File: config.mk
export PLATFORM = sky130hd
export DESIGN_NAME = rtc_bus_responder
export DESIGN_NICKNAME = d
export VERILOG_FILES = /design/src/rtl/rtc_bus_responder.sv
export SDC_FILE = /design/constraint.sdc
export NUM_CORES = 1
export LEC_CHECK = 0
export ABC_AREA = 1
export CAP_MARGIN = 30
export CORE_ASPECT_RATIO = 0.75
export CORE_UTILIZATION = 41
export DETAILED_ROUTE_END_ITERATION = 6
export GPL_ROUTABILITY_DRIVEN = 0
export HOLD_SLACK_MARGIN = 0.03
export PLACE_DENSITY = 0.53
export SYNTH_ARGS = -nofsm -noshare
export SYNTH_HDL_FRONTEND = slang
export SYNTH_SLANG_ARGS = --single-unit
File: constraint.sdc
create_clock -name clk -period 2.87 [get_ports clk]
set_clock_uncertainty 0.1 [all_clocks]
set_input_delay 0.574 -clock clk [delete_from_list [all_inputs] [get_ports clk]]
set_output_delay 0.574 -clock clk [all_outputs]
set_load 0.02 [all_outputs]
File: src/rtl/rtc_bus_responder.sv
// RTC stand-in on a multiplexed address/data bus: BCD calendar clock, BCD countdown
// timer with an active-low expiry interrupt, and a synchronised bus-side FSM.
module rtc_bus_responder #(
    parameter int TICK_DIV    = 100000000,
    parameter int SYNC_STAGES = 2
) (
    input  logic       clk,
    input  logic       reset,
    input  logic       a_d,
    input  logic       cs,
    input  logic       rd,
    input  logic       wr,
    input  logic [7:0] ad_in,
    output logic [7:0] ad_out,
    output logic       ad_oe,
    output logic       irq_n,
    output logic       tick
);

    localparam int DIV_W = (TICK_DIV > 1) ? $clog2(TICK_DIV) : 1;
    // Sync word layout: {a_d, cs, rd, wr, ad_in}; strobes idle high so reset makes no edges.
    localparam logic [11:0] SYNC_IDLE = 12'b0111_0000_0000;

    typedef enum logic [1:0] {ST_IDLE, ST_ADDR, ST_WDATA, ST_RDRIVE} state_t;

    function automatic logic [7:0] bcd_inc(input logic [7:0] v);
        if (v[3:0] >= 4'd9) bcd_inc = {v[7:4] + 4'd1, 4'd0};
        else                bcd_inc = {v[7:4], v[3:0] + 4'd1};
    endfunction

    function automatic logic [7:0] bcd_dec(input logic [7:0] v);
        if (v[3:0] == 4'd0) bcd_dec = {v[7:4] - 4'd1, 4'd9};
        else                bcd_dec = {v[7:4], v[3:0] - 4'd1};
    endfunction

    function automatic logic [7:0] month_last(input logic [7:0] mon);
        case (mon)
            8'h02:                      month_last = 8'h28;
            8'h04, 8'h06, 8'h09, 8'h11: month_last = 8'h30;
            default:                    month_last = 8'h31;
        endcase
    endfunction

    logic [11:0]      r_sync [SYNC_STAGES];
    logic             r_rd_d, r_wr_d;
    state_t           r_state;
    logic [7:0]       r_addr, r_ad_out;
    logic             r_ad_oe;
    logic [DIV_W-1:0] r_div;
    logic             r_tick, r_tick_defer;
    logic [7:0]       r_sec, r_min, r_hour, r_day, r_mon, r_year;
    logic [7:0]       r_tsec, r_tmin, r_thour;
    logic             r_timer_en, r_irq_n;

    logic       w_a_d_s, w_cs_s, w_rd_s, w_wr_s;
    logic [7:0] w_ad_s, w_rd_data;
    logic       w_wr_end, w_rd_start, w_addr_latch, w_commit;
    logic       w_tick_due, w_tick_apply;
    logic       w_sec_c, w_min_c, w_hour_c, w_day_c, w_mon_c;
    logic       w_timer_zero, w_timer_one;

    assign {w_a_d_s, w_cs_s, w_rd_s, w_wr_s, w_ad_s} = r_sync[SYNC_STAGES-1];
    assign w_wr_end     = w_wr_s & ~r_wr_d;
    assign w_rd_start   = ~w_rd_s & r_rd_d;
    assign w_addr_latch = (r_state == ST_ADDR)  & w_wr_end & ~w_cs_s & ~w_a_d_s & w_rd_s;
    assign w_commit     = (r_state == ST_WDATA) & w_wr_end & ~w_cs_s &  w_a_d_s & w_rd_s;

    assign w_tick_due   = (r_div == DIV_W'(TICK_DIV - 1));
    // A commit can never repeat on the next cycle, so a deferred tick never collides again.
    assign w_tick_apply = (w_tick_due & ~w_commit) | r_tick_defer;

    assign w_sec_c  = (r_sec >= 8'h59);
    assign w_min_c  = w_sec_c  & (r_min  >= 8'h59);
    assign w_hour_c = w_min_c  & (r_hour >= 8'h23);
    assign w_day_c  = w_hour_c & (r_day  >= month_last(r_mon));
    assign w_mon_c  = w_day_c  & (r_mon  >= 8'h12);

    assign w_timer_zero = (r_tsec == 8'h00) & (r_tmin == 8'h00) & (r_thour == 8'h00);
    assign w_timer_one  = (r_tsec == 8'h01) & (r_tmin == 8'h00) & (r_thour == 8'h00);

    assign ad_out = r_ad_out;
    assign ad_oe  = r_ad_oe;
    assign irq_n  = r_irq_n;
    assign tick   = r_tick;

    // Bus synchroniser chain plus strobe edge-detect flops.
    always_ff @(posedge clk) begin
        if (reset) begin
            for (int i = 0; i < SYNC_STAGES; i++) r_sync[i] <= SYNC_IDLE;
            r_rd_d <= 1'b1;
            r_wr_d <= 1'b1;
        end else begin
            r_sync[0] <= {a_d, cs, rd, wr, ad_in};
            for (int i = 1; i < SYNC_STAGES; i++) r_sync[i] <= r_sync[i-1];
            r_rd_d <= w_rd_s;
            r_wr_d <= w_wr_s;
        end
    end

    // Register read multiplexer.
    always_comb begin
        w_rd_data = 8'h00;
        case (r_addr)
            8'h00:   w_rd_data = {~r_irq_n, 6'b000000, r_timer_en};
            8'h21:   w_rd_data = r_sec;
            8'h22:   w_rd_data = r_min;
            8'h23:   w_rd_data = r_hour;
            8'h24:   w_rd_data = r_day;
            8'h25:   w_rd_data = r_mon;
            8'h26:   w_rd_data = r_year;
            8'h41:   w_rd_data = r_tsec;
            8'h42:   w_rd_data = r_tmin;
            8'h43:   w_rd_data = r_thour;
            default: w_rd_data = 8'h00;
        endcase
    end

    // Bus FSM: address latch, read snapshot and output-enable control.
    always_ff @(posedge clk) begin
        if (reset) begin
            r_state  <= ST_IDLE;
            r_addr   <= 8'h00;
            r_ad_out <= 8'h00;
            r_ad_oe  <= 1'b0;
        end else begin
            case (r_state)
                ST_IDLE: begin
                    if (!w_cs_s && w_a_d_s && w_rd_start) begin
                        r_state  <= ST_RDRIVE;
                        r_ad_out <= w_rd_data;
                        r_ad_oe  <= 1'b1;
                    end else if (!w_cs_s && w_rd_s && !w_wr_s) begin
                        r_state <= w_a_d_s ? ST_WDATA : ST_ADDR;
                    end
                end
                ST_ADDR, ST_WDATA: begin
                    if (w_cs_s) begin
                        r_state <= ST_IDLE;
                    end else if (w_a_d_s && w_rd_start) begin
                        r_state  <= ST_RDRIVE;
                        r_ad_out <= w_rd_data;
                        r_ad_oe  <= 1'b1;
                    end else if (w_wr_end) begin
                        r_state <= ST_IDLE;
                        if (w_addr_latch) r_addr <= w_ad_s;
                    end
                end
                ST_RDRIVE: begin
                    if (w_cs_s || w_rd_s) begin
                        r_state <= ST_IDLE;
                        r_ad_oe <= 1'b0;
                    end
                end
                default: begin
                    r_state <= ST_IDLE;
                    r_ad_oe <= 1'b0;
                end
            endcase
        end
    end

    // One-second divider and write-collision deferral.
    always_ff @(posedge clk) begin
        if (reset) begin
            r_div        <= '0;
            r_tick       <= 1'b0;
            r_tick_defer <= 1'b0;
        end else begin
            r_div        <= w_tick_due ? '0 : r_div + DIV_W'(1);
            r_tick       <= w_tick_due;
            r_tick_defer <= w_tick_due & w_commit;
        end
    end

    // Register file: bus writes, calendar advance and timer countdown.
    always_ff @(posedge clk) begin
        if (reset) begin
            r_sec      <= 8'h00;
            r_min      <= 8'h00;
            r_hour     <= 8'h00;
            r_day      <= 8'h01;
            r_mon      <= 8'h01;
            r_year     <= 8'h00;
            r_tsec     <= 8'h00;
            r_tmin     <= 8'h00;
            r_thour    <= 8'h00;
            r_timer_en <= 1'b0;
            r_irq_n    <= 1'b1;
        end else if (w_commit) begin
            case (r_addr)
                8'h00: begin
                    r_timer_en <= w_ad_s[0];
                    if (w_ad_s[1]) r_irq_n <= 1'b1;
                end
                8'h21:   r_sec   <= w_ad_s;
                8'h22:   r_min   <= w_ad_s;
                8'h23:   r_hour  <= w_ad_s;
                8'h24:   r_day   <= w_ad_s;
                8'h25:   r_mon   <= w_ad_s;
                8'h26:   r_year  <= w_ad_s;
                8'h41:   r_tsec  <= w_ad_s;
                8'h42:   r_tmin  <= w_ad_s;
                8'h43:   r_thour <= w_ad_s;
                default: ;
            endcase
        end else if (w_tick_apply) begin
            r_sec <= w_sec_c ? 8'h00 : bcd_inc(r_sec);
            if (w_sec_c)  r_min  <= w_min_c  ? 8'h00 : bcd_inc(r_min);
            if (w_min_c)  r_hour <= w_hour_c ? 8'h00 : bcd_inc(r_hour);
            if (w_hour_c) r_day  <= w_day_c  ? 8'h01 : bcd_inc(r_day);
            if (w_day_c)  r_mon  <= w_mon_c  ? 8'h01 : bcd_inc(r_mon);
            if (w_mon_c)  r_year <= (r_year >= 8'h99) ? 8'h00 : bcd_inc(r_year);
            if (r_timer_en) begin
                if (!w_timer_zero) begin
                    r_tsec <= (r_tsec == 8'h00) ? 8'h59 : bcd_dec(r_tsec);
                    if (r_tsec == 8'h00) r_tmin <= (r_tmin == 8'h00) ? 8'h59 : bcd_dec(r_tmin);
                    if (r_tsec == 8'h00 && r_tmin == 8'h00) r_thour <= bcd_dec(r_thour);
                end
                if (w_timer_zero || w_timer_one) begin
                    r_irq_n    <= 1'b0;
                    r_timer_en <= 1'b0;
                end
            end
        end
    end

endmodule

==> results.toml, run 1 <==
[setup_path]
critPathRequiredTime_ps = 3090
worst_ep_arrival_time_ps = 2850
crit_fanout = 8
setup.worst_path.end_class = "register"
critical_path_launch_point_type = "register"
worstSetupPathType = "reg2reg"

[synthesis]
register_bit_total_from_synthesis = 148
synth_top_area_share = 0.3333
synth_fp_nets = 1389
synth.yosys.seq_area_share = 0.3333
avgSynthCellArea_um2 = 6.698
synth-warning-count = 0
synth-edff-count = 0
synthMostInstantiatedCell = "nand2_1"
post_synth_instance_area_um2 = 8889
netlist_top_cells_count = "nand2_1 (241), nor2_1 (229), inv_1 (180)"
synth_top_flop_cell = "dfxtp_1"
ys_types = 43
yosys-top-cells-area = "dfxtp_1 (33%), nand2_1 (10%), nor2_1 (9.7%)"
synth_top_cell_by_area = "dfxtp_1"
synth-async-reset-ratio = 0
syn_inst = 1327

[global_routing]
grt_start_max_net_pins = 59
wire_length_of_the_first_global_routing_pass_um = 40970
number_of_global_route_vias_before_repair = 7522
global_route.overflow_total = 0
antenna_found_initial = 1
globalRouteTotalUtil = 0.2434

[layout]
synthesis_to_finish_area_growth_pct = 14.39
multi_input_combinational_cell_area_um2 = 5139
final_layout_size_suffix_gt1_frac = 0.1058
fillerInstances = 2218
instances_no_fill = 1668
final_design_area_no_fill_um2 = 10170
final_util = 0.4800
insertedDiodeCount = 0
finalNetCount = 1432
ff_latch_area_um2 = 2965

[floorplan]
die_w_um = 172.0
placeableCoreArea_um2 = 21180
placementRows = 46
die_height_um = 129.5
num_io_pins = 25
die-area_um2 = 22280
start_util = 0.4197

[sta]
final.period_utilization = 0.9164
tightestPinTransition_ps = 619.6
period_minus_slack_ps = 2630
finalWorstSetupSlack_ps = 240.1
slew_violations = 0
fin_tns_setup_ps = 0
final_hold_viol_count = 0
setup_violations = 0
fin_worst_hold_slack_ps = 299.0
fmax_ghz = 0.3802
slew_headroom = 0.5854

[placed_design]
buffer_ports.inserted = 24
dp.cells = 1639
dp_hpwl_um = 19100
placed_area_um2 = 9560
pre_cts_ws_ps = 1.493

[power_and_ir_drop]
cellPowerDensity_nw_per_um2 = 437.2
p_comb_frac = 0.047
irDropWorstVdd_v = 0.0003326
power_switching_share = 0.2403
cell_internal_pwr_mw = 3.377
p_total_mw = 4.445
flop_pwr_share = 0.475
leakage_dissipation_nw = 4.570
total_switching_power_mw = 1.068
p_clk_frac = 0.478

[drt]
routed-via-count = 8468
iteration_count_of_the_initial_detailed_routing_pass = 5
drt.antenna.violating_nets = 0
remaining_drc_errors = 0
dr.first_iter.drc_count = 746
wl_per_cell_um = 15.34
avgViaCountPerCell = 5.077
wl_um = 25590

[hold_path]
worstHoldPathType = "reg2reg"

[clock_network]
tritoncts = "yes"
postCtsSetupBuffers = 0
insertion_delay_ps = 440
clk_slew_on_worst_s_h_paths_ps = 60
clock_tree.buffer_depth = 2
cts-root-buf = "clkbuf_16"
numCtsBuffers = 17
postCtsHoldBufs = 0
h_tree_depth_reported_by_cts = 4
numClockSinks = 148

[job]
maxCapViolations = 0

[outcome]
outcome = "finished clean"
==> kinds of logic (layout without fill, tap and decap cells) <==
logic type,Yosys count,after routing,synth area share
flip-flops,148,148,0.3333
adder cells (fa/ha/maj),48,48,0.06757
buffers and inverters,218,271,0.09502
XOR/XNOR,32,32,0.03153
AND/OR/NAND/NOR,666,666,0.3405
AO/OA/AOI/OAI,215,215,0.1320
==> worst max-delay path: stages, from the launching register on <==
cell and delay [ps]:
dfxtp_2 340, inv_2 80, ha_1 140, inv_1 60, o21ai_0 170, nand3_1 100
o21ai_1 120, nor2_1 70, ha_1 290, nand2_1 50, nor2_1 100, nand2_1 50
nand2_1 60, nor2_2 50, nor2_4 180, nand2_4 140, nand2_4 100, nand3_4 120
nor2_1 140, nor2_1 50
==> layout by cell type (no fill, tap or decap), drive strengths merged, types with 14 or more instances in the layout <==
cell           instances
or2                   14
a21oi                 67
ha                    48
nand2                263
nand4                 22
clkdlybuf4s50         24
inv                  196
nand3                 92
clkbuf                18
o22ai                 24
dfxtp                148
nor3                  21
nor2                 244
xor2                  25
o21ai                101
buf                   22
==> area by class of cell <==
cell class	instances	area share
multi-input cells	961	0.5054
well taps	288	0.03544
repair buffers	46	0.04110
clock inverters	11	0.01058
flip-flops and latches	148	0.2917
inverters	196	0.07261
clock buffers	18	0.04319
==> registers in the layout (all words and copies together), names as in the netlist, 2 cells and up <==
signal and flops:
r_sync 24, r_min 8, r_tmin 8, r_hour 8, r_year 8, ad_out 8, r_state 2, r_mon 8
r_sec 8, r_day 8, r_tsec 8, r_addr 8, r_div 27, r_thour 8
==> final timing paths <==
kind                 startpoint       endpoint  slack [ps]  cells after the start
hold / removal    r_sync[0][11]  r_sync[0][23]         300                      2
hold reg to reg   r_sync[0][11]  r_sync[0][23]         300                      2
setup reg to reg       r_mon[1]      r_year[7]         240                     19
setup / recovery       r_mon[1]      r_year[7]         240                     19
==> what timing repair did <==
| action | 4_1_cts | 5_1_grt |
|---|---|---|
| pin swaps | 0 | 4 |
| gates resized for setup | 1 | 21 |
| endpoints found under the setup margin | 3 | 24 |
==> power by group through the flow <==
stage	logic, mW	registers, mW	clock network, mW
2_1_floorplan	0.139	2.16	0
6_report	0.208	2.11	2.13
3_5_place_dp	0.209	2.16	0
4_1_cts	0.210	2.11	2.19
3_3_place_gp	0.207	2.16	0
5_1_grt	0.238	2.11	2.27
==> routing by layer <==
metal  GRT usage  routed length [um]
met1      0.3654               13140
met2      0.3283                9750
met3     0.07361                2300
met4     0.06663                 399
met5           0                   0
Note: power is estimated with default switching activity, not from simulation.
==> inputs of run 2 (changes only) <==
==> constraint.sdc (replaced) <==
create_clock -name clk -period 2.81 [get_ports clk]
set_clock_uncertainty 0.1 [all_clocks]
set_input_delay 0.562 -clock clk [delete_from_list [all_inputs] [get_ports clk]]
set_output_delay 0.562 -clock clk [all_outputs]
set_load 0.02 [all_outputs]
==> results.toml, run 2 (same netlist as run 1, synthesis figures left out) <==
[outcome]
outcome = "finished clean"

[layout]
fillerInstances = 2260
synthesis_to_finish_area_growth_pct = 15.01
mostFrequentLayoutCells = "nand2_1 (239), nor2_1 (227), inv_1 (180)"
registers.top_by_ff_count = "r_div"
layout_top_registers = "r_div (27), r_sync (24)"
mostFrequentLayoutCell = "nand2_1"
final_layout_size_suffix_gt1_frac = 0.1052
finalNetCount = 1437
largest_register_ffs = 27
insertedDiodeCount = 0

[sta]
slew_headroom = 0.6104
final.period_utilization = 0.9262
final_hold_viol_count = 0
fin_tns_setup_ps = 0
fin_worst_hold_slack_ps = 302.4
tightestPinTransition_ps = 582.2
fmax_ghz = 0.3842
setup_violations = 0
slew_violations = 0
period_minus_slack_ps = 2603

[global_routing]
global_route.overflow_total = 0
groute.layer.met1.usage = 0.3767
grt_start_max_net_pins = 49
wire_length_of_the_first_global_routing_pass_um = 41080
met3_usage = 0.04551
number_of_global_route_vias_before_repair = 7585
globalRouteTotalUtil = 0.2425
global_route.peak_usage_layer = "met1"
met2_track_usage_gr = 0.3323
antenna_found_initial = 0

[setup_path]
crit-reg2reg-launch = "r_mon[0]"
worstSetupPathType = "reg2reg"
crit_fanout = 8
setup.worst_path.end_class = "register"
critPathRequiredTime_ps = 3070
critPathMostFrequentCell = "nand2_1"
crit_slowest_cell = "dfxtp_1"
cell_breakdown_of_the_critical_path = "inv_1, ha_1, o21ai_0, o21ai_0, nand3_1, o21ai_2, nor2_1, ha_1, nand2_1, nor2_1, nand2_1, nand2_1, nor2_2, nor2_4, nand2_2, nand2_4, nand2_4, nand2_1, nand2_1, nor2_1"
logic_depth_of_the_worst_register_to_register_path = 20
worst_path_largest_cell_delay_ps = 310
setup.worst_path.start = "r_mon[0]"
worst_ep_arrival_time_ps = 2870
critical_path_launch_point_type = "register"

[floorplan]
die_w_um = 172.0
die-area_um2 = 22280
die_height_um = 129.5
start_util = 0.4197
placeableCoreArea_um2 = 21180
placementRows = 46
num_io_pins = 25

[drt]
routed-via-count = 8389
wl_um = 25400
iteration_count_of_the_initial_detailed_routing_pass = 5
dr.first_iter.drc_count = 688
wl_per_cell_um = 15.15
drt.antenna.violating_nets = 0
avgViaCountPerCell = 5.005
remaining_drc_errors = 0

[clock_network]
postCtsHoldBufs = 0
h_tree_depth_reported_by_cts = 4
cts-root-buf = "clkbuf_16"
numCtsBuffers = 17
postCtsSetupBuffers = 0
tritoncts = "yes"
numClockSinks = 148
clk_slew_on_worst_s_h_paths_ps = 70
clock_tree.buffer_depth = 2
insertion_delay_ps = 430

[hold_path]
timing.hold.worst.start = "r_sync[0][11]"
worst_hold_depth = 2
worstHoldPathType = "reg2reg"

[power_and_ir_drop]
power_switching_share = 0.2535
flop_pwr_share = 0.459
cell_internal_pwr_mw = 3.504
cellPowerDensity_nw_per_um2 = 459.2
p_comb_frac = 0.044
leakage_dissipation_nw = 4.622
p_clk_frac = 0.497
irDropWorstVdd_v = 0.0003298
total_switching_power_mw = 1.190

[placed_design]
buffer_ports.inserted = 24
dp_hpwl_um = 19130

[job]
maxCapViolations = 0
[run 2: worst max-delay path, delay by kind of cell (launching register included)]
kind	cells	cell delay [ps]
compound gates	3	260
buf+inv	1	100
flops	1	310
fa+ha+maj	2	510
simple gates	14	1260
[run 2: stage by stage]
step	instances	setup slack [ps]	cell area, um2	utilization	power [mW]
floorplan	1327	217.3	8889	-	2.343
detailed placement	1644	117.7	9585	0.4526	2.411
global route	1676	-5.854	10220	0.4826	4.873
global placement	1644	172.2	9585	0.4526	2.413
CTS	1676	76.30	10180	0.4807	4.749
finish	1676	207.4	10220	0.4826	4.694
[run 2: power groups by stage]
stage | clock, mW | sequential [mW] | combinational [mW]
after CTS | 2.39 | 2.16 | 0.208
final | 2.33 | 2.15 | 0.206
after detailed placement | 0 | 2.20 | 0.207
after global placement | 0 | 2.20 | 0.209
after floorplan | 0 | 2.20 | 0.142
after global routing | 2.48 | 2.16 | 0.238
[run 2: what timing repair did]
| item | in CTS | in global routing |
|---|---|---|
| setup endpoints to repair | 0 | 24 |
| hold endpoints to repair | 0 | 0 |
| resized for setup | 0 | 12 |
[run 2: final cells by class]
cell class / count / area, um2 / area share
Inverter: 196 / 738.2 / 0.07222
Timing Repair Buffer: 51 / 442.9 / 0.04333
Clock buffer: 18 / 439.2 / 0.04296
Clock inverter: 14 / 156.4 / 0.01530
Sequential cell: 148 / 2963 / 0.2898
Multi-Input combinational cell: 961 / 5122 / 0.5011
Tap cell: 288 / 360.3 / 0.03525
[run 2: worst paths after layout]
path	slack, ps	end
worst max-delay path	210	r_mon[7]
worst max register to register	210	r_mon[7]
worst min-delay path	300	r_sync[0][23]
worst min register to register	300	r_sync[0][23]
[run 2: routing by layer]
layer  up-vias  wire [um]
met5         -         72
met4         2        299
met3        17       1636
met2       226       9783
met1      3778      13600
li1       4366          -
==> inputs of run 3 (changes only) <==
==> constraint.sdc (replaced) <==
create_clock -name clk -period 3.2 [get_ports clk]
set_clock_uncertainty 0.1 [all_clocks]
set_input_delay 0.64 -clock clk [delete_from_list [all_inputs] [get_ports clk]]
set_output_delay 0.64 -clock clk [all_outputs]
set_load 0.02 [all_outputs]
==> results.toml, run 3 (same netlist as run 1, synthesis figures left out) <==
[placed_design]
dp_hpwl_um = 19060
placed_area_um2 = 9500
pre_cts_ws_ps = 237.7
buffer_ports.inserted = 24
dp.cells = 1631

[layout]
mostFrequentLayoutCells = "nand2_1 (240), nor2_1 (229), inv_1 (180)"
final_layout_size_suffix_gt1_frac = 0.09250
insertedDiodeCount = 0
layout_top_registers = "r_div (27), r_sync (24)"
largest_register_ffs = 27
final_util = 0.4776
mostFrequentLayoutCell = "nand2_1"
final_design_area_no_fill_um2 = 10110
registers.top_by_ff_count = "r_div"
synthesis_to_finish_area_growth_pct = 13.80
instances_no_fill = 1661
finalNetCount = 1424

[setup_path]
cp.buffers_inverters = 1
critical_path_launch_point_type = "register"
path_delay_family = "simple AND/OR/NAND/NOR gates"
worstSetupPathType = "reg2reg"
critPathRequiredTime_ps = 3420
worst_path_largest_cell_delay_ps = 380
cell_breakdown_of_the_critical_path = "inv_1, ha_1, o21ai_0, o21ai_0, nand3_1, o21ai_0, a31oi_1, ha_1, nand2_1, nor2_1, nand2_1, nand2_1, nor2_1, nor2_4, nor2_4, nand2_1, nand2_4, nand2_1, nand2_1, nor2_1"
critPathMostFrequentCell = "nand2_1"
worst_ep_arrival_time_ps = 3100
crit_fanout = 8
crit_slowest_cell = "dfxtp_1"
setup.worst_path.end_class = "register"

[global_routing]
antenna_found_initial = 0
grt_start_max_net_pins = 48
number_of_global_route_vias_before_repair = 7571
globalRouteTotalUtil = 0.2455
global_route.overflow_total = 0
wire_length_of_the_first_global_routing_pass_um = 41410

[job]
maxCapViolations = 0

[power_and_ir_drop]
cellPowerDensity_nw_per_um2 = 406.4
leakage_dissipation_nw = 4.558
irDropWorstVdd_v = 0.0003152
p_total_mw = 4.111

[sta]
period_minus_slack_ps = 2877
fin_worst_hold_slack_ps = 300.9
final_hold_viol_count = 0
slew_violations = 0
fmax_ghz = 0.3475
slew_headroom = 0.5591
final.period_utilization = 0.8992
setup_violations = 0
fin_tns_setup_ps = 0
tightestPinTransition_ps = 658.9
finalWorstSetupSlack_ps = 322.5
grt_setup_unrepaired = "no"

[floorplan]
start_util = 0.4197
num_io_pins = 25
die_height_um = 129.5
die-area_um2 = 22280
placementRows = 46
die_w_um = 172.0
placeableCoreArea_um2 = 21180

[drt]
wl_um = 25740
routed-via-count = 8464
iteration_count_of_the_initial_detailed_routing_pass = 7
remaining_drc_errors = 0
wl_per_cell_um = 15.50
dr.first_iter.drc_count = 692
drt.antenna.violating_nets = 0
avgViaCountPerCell = 5.096

[hold_path]
worstHoldPathType = "reg2reg"

[clock_network]
numCtsBuffers = 17
insertion_delay_ps = 440
tritoncts = "yes"
clock_tree.buffer_depth = 2
numClockSinks = 148
h_tree_depth_reported_by_cts = 4
postCtsHoldBufs = 0
clk_slew_on_worst_s_h_paths_ps = 60
cts-root-buf = "clkbuf_16"
postCtsSetupBuffers = 0

[outcome]
outcome = "finished clean"
-- run 3: cell types whose count changed in the layout (fill, tap and decap cells not counted), sizes merged --
cell | previous run | this run
clkbuf | 18 | 20
bufinv | 1 | 2
clkinv | 4 | 6
buf | 27 | 14
inv | 204 | 198
clkinvlp | 1 | 0
-- run 3: layout make-up --
type | instances | area [um2]
clock buffer | 20 | 466.7
multi-input combinational | 961 | 5106
clock inverter | 10 | 122.6
tap | 288 | 360.3
inverter | 196 | 738.2
fill | 2201 | 11070
sequential | 148 | 2963
timing repair buffer | 38 | 357.8
-- run 3: worst paths after layout --
check                       end  slack (ps)  cells after the start    startpoint
setup / recovery       r_day[4]         320                     20      r_mon[0]
hold / removal    r_sync[0][12]         300                      2  r_sync[0][0]
setup reg to reg       r_day[4]         320                     20      r_mon[0]
hold reg to reg   r_sync[0][12]         300                      2  r_sync[0][0]
-- run 3: metal layers --
layer	global-route usage	up-vias	wire [um]	part of all wire
li1	-	4334	-	-
met4	0.05414	0	191	0.0074
met2	0.3392	233	9970	0.39
met5	0	-	0	0
met3	0.05070	14	1632	0.063
met1	0.3816	3883	13950	0.54
-- run 3: worst register-to-register path: cells and delay by family, from the launching register on --
| family | cells | cell delay, ps |
|---|---|---|
| AND/OR/NAND/NOR | 13 | 1110 |
| flip-flops | 1 | 380 |
| buffers and inverters | 1 | 130 |
| adder cells (fa/ha/maj) | 2 | 510 |
| AO/OA/AOI/OAI | 4 | 550 |
-- run 3: what timing repair did --
| item | in CTS | in global routing |
|---|---|---|
| hold endpoints to repair | 0 | 0 |
| setup endpoints to repair | 0 | 14 |
| gates resized for setup | 0 | 5 |
-- run 3: power breakdown --
group / switching, mW / total, mW / internal (mW)
combinational: 0.110 / 0.184 / 0.0740
clock: 0.822 / 2.03 / 1.21
sequential: 0.0205 / 1.89 / 1.87
